--- config.mk ---
export PLATFORM = sky130hd
export DESIGN_NAME = dds_phase_meas
export DESIGN_NICKNAME = d
export VERILOG_FILES = /design/src/rtl/dds_phase_meas.sv
export SDC_FILE = /design/constraint.sdc
export NUM_CORES = 1
export LEC_CHECK = 0
export BUFFER_PORTS_ARGS = -buffer_cell sky130_fd_sc_hd__buf_2
export CELL_PAD_IN_SITES_DETAIL_PLACEMENT = 1
export CELL_PAD_IN_SITES_GLOBAL_PLACEMENT = 1
export CORE_MARGIN = 2
export CORE_UTILIZATION = 41
export CTS_CLUSTER_DIAMETER = 30
export CTS_CLUSTER_SIZE = 14
export DETAILED_ROUTE_END_ITERATION = 7
export GPL_TIMING_DRIVEN = 0
export HOLD_SLACK_MARGIN = 0.08
export PLACE_DENSITY_LB_ADDON = 0.1
export SLEW_MARGIN = 10
export SYNTH_ARGS = -nofsm -noshare
export SYNTH_HDL_FRONTEND = slang
export SYNTH_SLANG_ARGS = --single-unit
--- constraint.sdc ---
create_clock -name clk_i -period 3.7 [get_ports clk_i]
set_input_delay 1.11 -clock clk_i [delete_from_list [all_inputs] [get_ports clk_i]]
set_output_delay 1.11 -clock clk_i [all_outputs]
set_load 0.05 [all_outputs]
--- src/rtl/dds_phase_meas.sv ---
// Receive-side phase increment meter: differences a phase-accumulator stream
// and reports the average increment and the wrap count per 2^LOG2_AVG differences.
module dds_phase_meas #(
  parameter int PHASE_ACC_WIDTH = 16,
  parameter int PHASE_INC_WIDTH = 16,
  parameter int LOG2_AVG        = 4
) (
  input  logic                       clk_i,
  input  logic                       rst_ni,
  input  logic                       enable_i,
  input  logic [PHASE_ACC_WIDTH-1:0] phase_i,
  input  logic                       phase_valid_i,
  output logic [PHASE_INC_WIDTH-1:0] phase_inc_o,
  output logic                       phase_inc_valid_o,
  output logic [LOG2_AVG:0]          wrap_count_o,
  output logic                       busy_o
);

  localparam int PAW = PHASE_ACC_WIDTH;
  localparam int PIW = PHASE_INC_WIDTH;
  localparam int SW  = PAW + LOG2_AVG;
  localparam int CW  = LOG2_AVG + 1;
  localparam logic [CW-1:0] LAST = CW'((1 << LOG2_AVG) - 1);

  typedef enum logic [1:0] {
    IDLE  = 2'd0,
    PRIME = 2'd1,
    ACCUM = 2'd2
  } state_e;

  state_e         state_q, state_d;
  logic [PAW-1:0] prev_q, prev_d;
  logic [SW-1:0]  sum_q, sum_d;
  logic [CW-1:0]  count_q, count_d;
  logic [CW-1:0]  wraps_q, wraps_d;
  logic [PIW-1:0] inc_q, inc_d;
  logic           inc_valid_q, inc_valid_d;
  logic [CW-1:0]  wrap_out_q, wrap_out_d;

  logic [PAW-1:0] diff;
  logic           is_wrap;
  logic [SW-1:0]  total;
  logic [CW-1:0]  wraps_tot;
  logic [PAW-1:0] avg;
  logic [PIW-1:0] avg_out;

  // Unsigned wrapped subtraction gives the true increment across accumulator rollover.
  assign diff      = phase_i - prev_q;
  assign is_wrap   = (phase_i < prev_q);
  assign total     = sum_q + SW'(diff);
  assign wraps_tot = wraps_q + CW'(is_wrap);
  assign avg       = PAW'(total >> LOG2_AVG);

  if (PIW >= PAW) begin : g_ext
    assign avg_out = PIW'(avg);
  end else begin : g_sat
    assign avg_out = (|avg[PAW-1:PIW]) ? '1 : avg[PIW-1:0];
  end

  always_comb begin
    state_d     = state_q;
    prev_d      = prev_q;
    sum_d       = sum_q;
    count_d     = count_q;
    wraps_d     = wraps_q;
    inc_d       = inc_q;
    wrap_out_d  = wrap_out_q;
    inc_valid_d = 1'b0;
    case (state_q)
      IDLE: begin
        if (enable_i) state_d = PRIME;
      end
      PRIME: begin
        if (!enable_i) begin
          state_d = IDLE;
        end else if (phase_valid_i) begin
          prev_d  = phase_i;
          sum_d   = '0;
          count_d = '0;
          wraps_d = '0;
          state_d = ACCUM;
        end
      end
      ACCUM: begin
        if (phase_valid_i) begin
          prev_d = phase_i;
          if (count_q == LAST) begin
            // Window closes; prev is kept so the next window needs no re-prime.
            inc_d       = avg_out;
            wrap_out_d  = wraps_tot;
            inc_valid_d = 1'b1;
            sum_d       = '0;
            count_d     = '0;
            wraps_d     = '0;
          end else begin
            sum_d   = total;
            count_d = count_q + 1'b1;
            wraps_d = wraps_tot;
          end
        end
        if (!enable_i) state_d = IDLE;
      end
      default: state_d = IDLE;
    endcase
  end

  always_ff @(posedge clk_i or negedge rst_ni) begin
    if (!rst_ni) begin
      state_q     <= IDLE;
      prev_q      <= '0;
      sum_q       <= '0;
      count_q     <= '0;
      wraps_q     <= '0;
      inc_q       <= '0;
      inc_valid_q <= 1'b0;
      wrap_out_q  <= '0;
    end else begin
      state_q     <= state_d;
      prev_q      <= prev_d;
      sum_q       <= sum_d;
      count_q     <= count_d;
      wraps_q     <= wraps_d;
      inc_q       <= inc_d;
      inc_valid_q <= inc_valid_d;
      wrap_out_q  <= wrap_out_d;
    end
  end

  assign phase_inc_o       = inc_q;
  assign phase_inc_valid_o = inc_valid_q;
  assign wrap_count_o      = wrap_out_q;
  assign busy_o            = (state_q != IDLE);

endmodule

======== Word level (Yosys, flattened, before mapping) ========
Cells that the tools add are included.
storage, ports and cells
  bits of input ports ..................... 20
  output and inout port bits .............. 23
  bits in registers ....................... 70
  word-level logic and storage cells ...... 53
cells by class
  muxes and demuxes ....................... 24
  add/subtract/negate cells ............... 4
  magnitude comparators ................... 1
  reductions and logical operators ........ 7
  equality and inequality tests ........... 9
operators with widths
  cell                                            number
  two-way mux 20 bit                              4
  case mux 20 bit (2 select lines)                1
  two-way mux 16 bit                              2
  case mux 16 bit (2 select lines)                1
  two-way mux 5 bit                               6
  adder 20 x 16 -> 20 bit                         1
  case mux 5 bit (2 select lines)                 2
  < comparator 16 bit                             1
  subtractor 16 bit                               1
  != test 2 bit (second input constant)           5
  two-way mux 2 bit                               4
  case mux 2 bit (3 select lines)                 1
  AND reduction 3 bit                             2
  adder 5 x 1 -> 5 bit                            1
  adder 5 x 1 -> 5 bit (second input constant)    1
  == test 5 x 4 -> 1 bit (second input constant)  1
  AND reduction 4 bit                             1
  nonzero test 2 bit                              2
  two-way mux 1 bit                               3
  != test 3 bit (second input constant)           1
  == test 2 x 1 -> 1 bit (second input constant)  1
  == test 2 bit (second input constant)           1
  logical NOT 2 bit                               1
  AND reduction 2 bit                             1

======== Depth between registers and ports, before layout ========
  depth after elaboration ................. 5
  gate-level depth with buffers ........... 17
  mapped depth without buffers ............ 16

======== Least setup slack after synthesis ========
Ideal clock, no wire load.
  kind .................................... input-to-reg
  start ................................... input phase_i[1]
  end ..................................... register sum_q[19]
  data arrival time ....................... 4.484 ns
  library setup time ...................... 0.069 ns
  path buffers ............................ 0
  required time ........................... 3.631 ns
  stages on the path ...................... 14
  setup slack ............................. -0.853 ns
  cells stage by stage .................... ha_1 -> nor2b_1 -> o31a_1 -> o21ai_1 -> a31oi_1 -> or4_1 -> and3_1 -> ha_1 -> nand3_1 -> or4_1 -> a21o_1 -> and3_4 -> or4_1 -> nand3_1
on the way
  word-level cells in the longest chain between the ends .. 5
ends and longest elaborated chain
  item                              line  RTL
  start, declared                   11    input logic [PHASE_ACC_WIDTH-1:0] phase_i,
  subtractor 16 bit                 48    assign diff = phase_i - prev_q;
  adder 20 x 16 -> 20 bit           50    assign total = sum_q + SW'(diff);
  two-way mux 20 bit                87    if (count_q == LAST) begin
  two-way mux 20 bit                85    if (phase_valid_i) begin
  case mux 20 bit (2 select lines)  69    case (state_q)
  end signal, assigned              120   sum_q <= sum_d;
  end, declared                     33    logic [SW-1:0] sum_q, sum_d;
No other way between the ends. The select of a mux whose other input is x is not followed.
A chain may end at the register's enable or synchronous reset.

======== Final worst setup path ========
  start ................................... input phase_i[13]
  end ..................................... register inc_q[15] (netlist: phase_inc_o[15])
on the way
  word-level cells in the longest chain between the ends .. 2
ends and longest elaborated chain
  item                     line  RTL
  subtractor 16 bit        48
  adder 20 x 16 -> 20 bit  50
  end signal, assigned     123   inc_q <= inc_d;
  end, declared            36    logic [PIW-1:0] inc_q, inc_d;
No other way between the ends.

==> metrics <==
final wirelength=14400 um; Critical Path AT=4.63 ns; Worst VDD drop=0.000319 V; crit-path cells=buf_2, ha_1, nand3_1, nor2_2, nand2_1, a31oi_1, mux2i_1, nand2_1, ha_1, buf_2, nand3_2, or4_1, a21o_1, and3_4, or3_1, a31oi_1; core box area=0.0108 mm^2; Mapped Cells=525; status=complete, but fails checks; Hold Path Stages=2; reg2reg setup slack=-0.26 ns; CP max-delay cell=or4_1; syn avg cell area=8.69 um^2; Max-slew headroom=0.516; required time of the worst setup path=3.97 ns; synthesized area=0.00456 mm^2; Row Count=38; n_diodes=0; Die Span X=110 um; clock sink count=70; Post-synth EDFFs=0; vias in the first global route=4473; biggest cell delay along the critical path=0.53 ns; Clock Pin Slew Worst Setup and Hold Paths=0.08 ns; syn_nets=583; hold_buf cts=0; Final Hold Fails=0; via-per-instance ratio=5.70; Endpoint, Worst Hold=wrap_count_o[4]; worst r2r src=prev_q[7]; Final Worst Setup Slack=-0.664 ns; Startpoint Class=primary input; GRT Overall Usage=0.242; top cells by area, synth=dfrtp_1, ha_1, nand2_1; DRC Markers=0; CTS tree=done; GPL Wtd Cong=0.813; total iterations of the first detailed-routing run=4; number of port buffers=42; Ports=43; max-slew violations=0; Critical Path End Type=flop; Worst path top cell family by delay=simple AND/OR/NAND/NOR gates; post-route ant nets=0; post-layout min period=4.36 ns; f_max=229 MHz; hold path start=wrap_count_o[4]; multi-input logic area=0.00316 mm^2; post-layout util=0.548; final hold slack=0.484 ns; LEAKAGE=0.00269 uW; Worst-Margin Slew=0.726 ns; wire length per cell=19.3 um; final clock skew=0.0122 ns; RR Endpoint=phase_inc_o[15]; Unique masters post-synth=55; Setup CP Type=in2reg; Max Root-Sink Buffers=2; Final Non-Filler Cells=746; Inst Count DP=708; final HPWL from detailed placement=9740 um; final instance area=0.00594 mm^2; worst skew pair latency=0.35 ns; RSZ-0062 raised after global routing=yes; Synth area leader=dfrtp_1; endpoints failing setup=22; initial DRC count=227; largest net degree at the start of global routing=51; Yosys reg bits=70; area grow syn2layout=30.1%; GRT overflow=0; Hold Path Class=reg2reg; total CTS buffers=9; layout cells sized above 1=0.279; initial antenna violation count=0; Async SR Flop Fraction=1.00; Placed Area=0.00511 mm^2; CTS root buf=clkbuf_8; pre-CTS setup slack=-1.19 ns; Sequential Area=0.00175 mm^2; sequential fraction of the synthesis area=0.384; Fillers=1252; R2R depth=15; Layout Nets=659; first-pass GRT wire length=22300 um; initial core utilization=0.421; Die Footprint=0.0120 mm^2; failing checks=negative setup slack; Top FF cell, synth=dfrtp_1; Die Ht=110 um; max cap viols=0; area share of the largest cell type after synthesis=0.384; vias=4254; post-route clock period utilization=1.18; Worst Path Buf+Inv=2; CP max FO=9; synth warn=0; PwrDens=831 mW/mm^2; htree depth=3
-- cells in the final DEF, fill, tap and decap left out, types with 5 or more instances in the layout --
cell	n
inv_1	27
xnor2_1	10
o21ai_0	45
or4_1	5
clkbuf_1	13
o21ai_1	7
clkbuf_8	11
o21a_1	5
o21ai_2	6
ha_1	19
nand3_1	11
nor3_1	8
nand4_1	7
buf_2	40
xor2_1	9
buf_4	22
a21o_1	12
buf_6	9
ha_4	10
nand2_1	77
dfrtp_1	70
ha_2	7
and3_1	5
a21oi_1	22
a31oi_1	6
a22o_1	10
nor2_1	21
-- routing by layer --
metal,global-route usage,vias to the layer above,part of all wire
met4,0.0723,0,0.013
li1,-,2020,-
met1,0.301,2150,0.45
met2,0.440,69,0.51
met5,0,-,0
met3,0.0249,15,0.029
-- report_power, final --
group | total (uW) | internal [uW] | switching [uW]
sequential | 988 | 902 | 86.4
clock | 583 | 261 | 323
combinational | 3360 | 1490 | 1870
total | 4930 | 2660 | 2280
-- registers in the layout, summed over array words and instances (netlist names) --
signal             count
phase_inc_o           16
wraps_q                5
wrap_count_o           5
sum_q                 20
prev_q                16
phase_inc_valid_o      1
count_q                5
state_q                2
-- worst max-delay path by stage --
| stage | slack, ns | startpoint | depth (start not counted) | end |
|---|---|---|---|---|
| final | -0.66 | phase_i[13] | 16 | phase_inc_o[15] |
| after global routing | -0.93 | phase_i[13] | 17 | phase_inc_o[13] |
| after CTS | -0.54 | phase_i[7] | 15 | phase_inc_o[15] |
| after detailed placement | -1.19 | phase_i[6] | 15 | sum_q[18] |
| after global placement | -1.04 | phase_i[0] | 17 | sum_q[18] |
| after floorplan | -0.57 | phase_i[1] | 14 | sum_q[19] |
-- cells by family after synthesis --
group           Yosys count  synth area share
fa+ha+maj                38             0.107
mux                       8            0.0186
flops                    70             0.384
buf+inv                  52            0.0436
simple gates            180             0.193
compound gates          153             0.207
xor+xnor                 24            0.0461
-- worst reg2reg max path, cell delays in order, from the launching register on --
cell and delay [ns]:
dfrtp_1 0.37, inv_1 0.11, ha_4 0.22, a21o_1 0.20
a21o_1 0.18, a221o_1 0.35, a21oi_4 0.20, mux2i_2 0.32
o2111ai_4 0.18, ha_4 0.33, nand2_4 0.05, or4_1 0.54
a21o_1 0.21, and3_4 0.18, or3_1 0.30, a31oi_1 0.18
-- through the flow --
step / total power, uW / setup TNS (ns)
after detailed placement: 3270 / -19.61
after floorplan: 2720 / -4.18
after global routing: 5260 / -10.60
after CTS: 4350 / -6.13
final: 4930 / -6.69
after global placement: 3170 / -16.93
-- final cells by class --
type                            instances  area share
Clock inverter                          5     0.00590
Buffer                                 19      0.0154
Timing Repair Buffer                   69      0.0796
Sequential cell                        70       0.295
Clock buffer                           11      0.0238
Inverter                               29      0.0188
Tap cell                              140      0.0295
Multi-Input combinational cell        403       0.532
-- synthesized netlist by cell type, types with 4 or more instances --
library cell / number
or4_1: 7
clkbuf_1: 17
ha_1: 36
dfrtp_1: 70
nand2_1: 79
mux2_2: 4
nor2b_1: 8
xor2_1: 11
nor3_1: 8
and3_1: 6
o21a_1: 5
nand3_1: 14
xnor2_1: 13
o21ai_0: 59
mux2i_1: 4
a21oi_1: 26
o31ai_1: 5
a21o_1: 12
nor2_1: 25
a22o_1: 10
inv_1: 28
a31oi_1: 11
nand4_1: 7
-- what timing repair did --
action | in CTS | in global routing
pin swaps | 19 | 18
cloned | 0 | 0
endpoints found under the setup margin | 23 | 26
gates resized for setup | 53 | 55
setup buffers | 14 | 12
(Power assumes the default switching activity.)
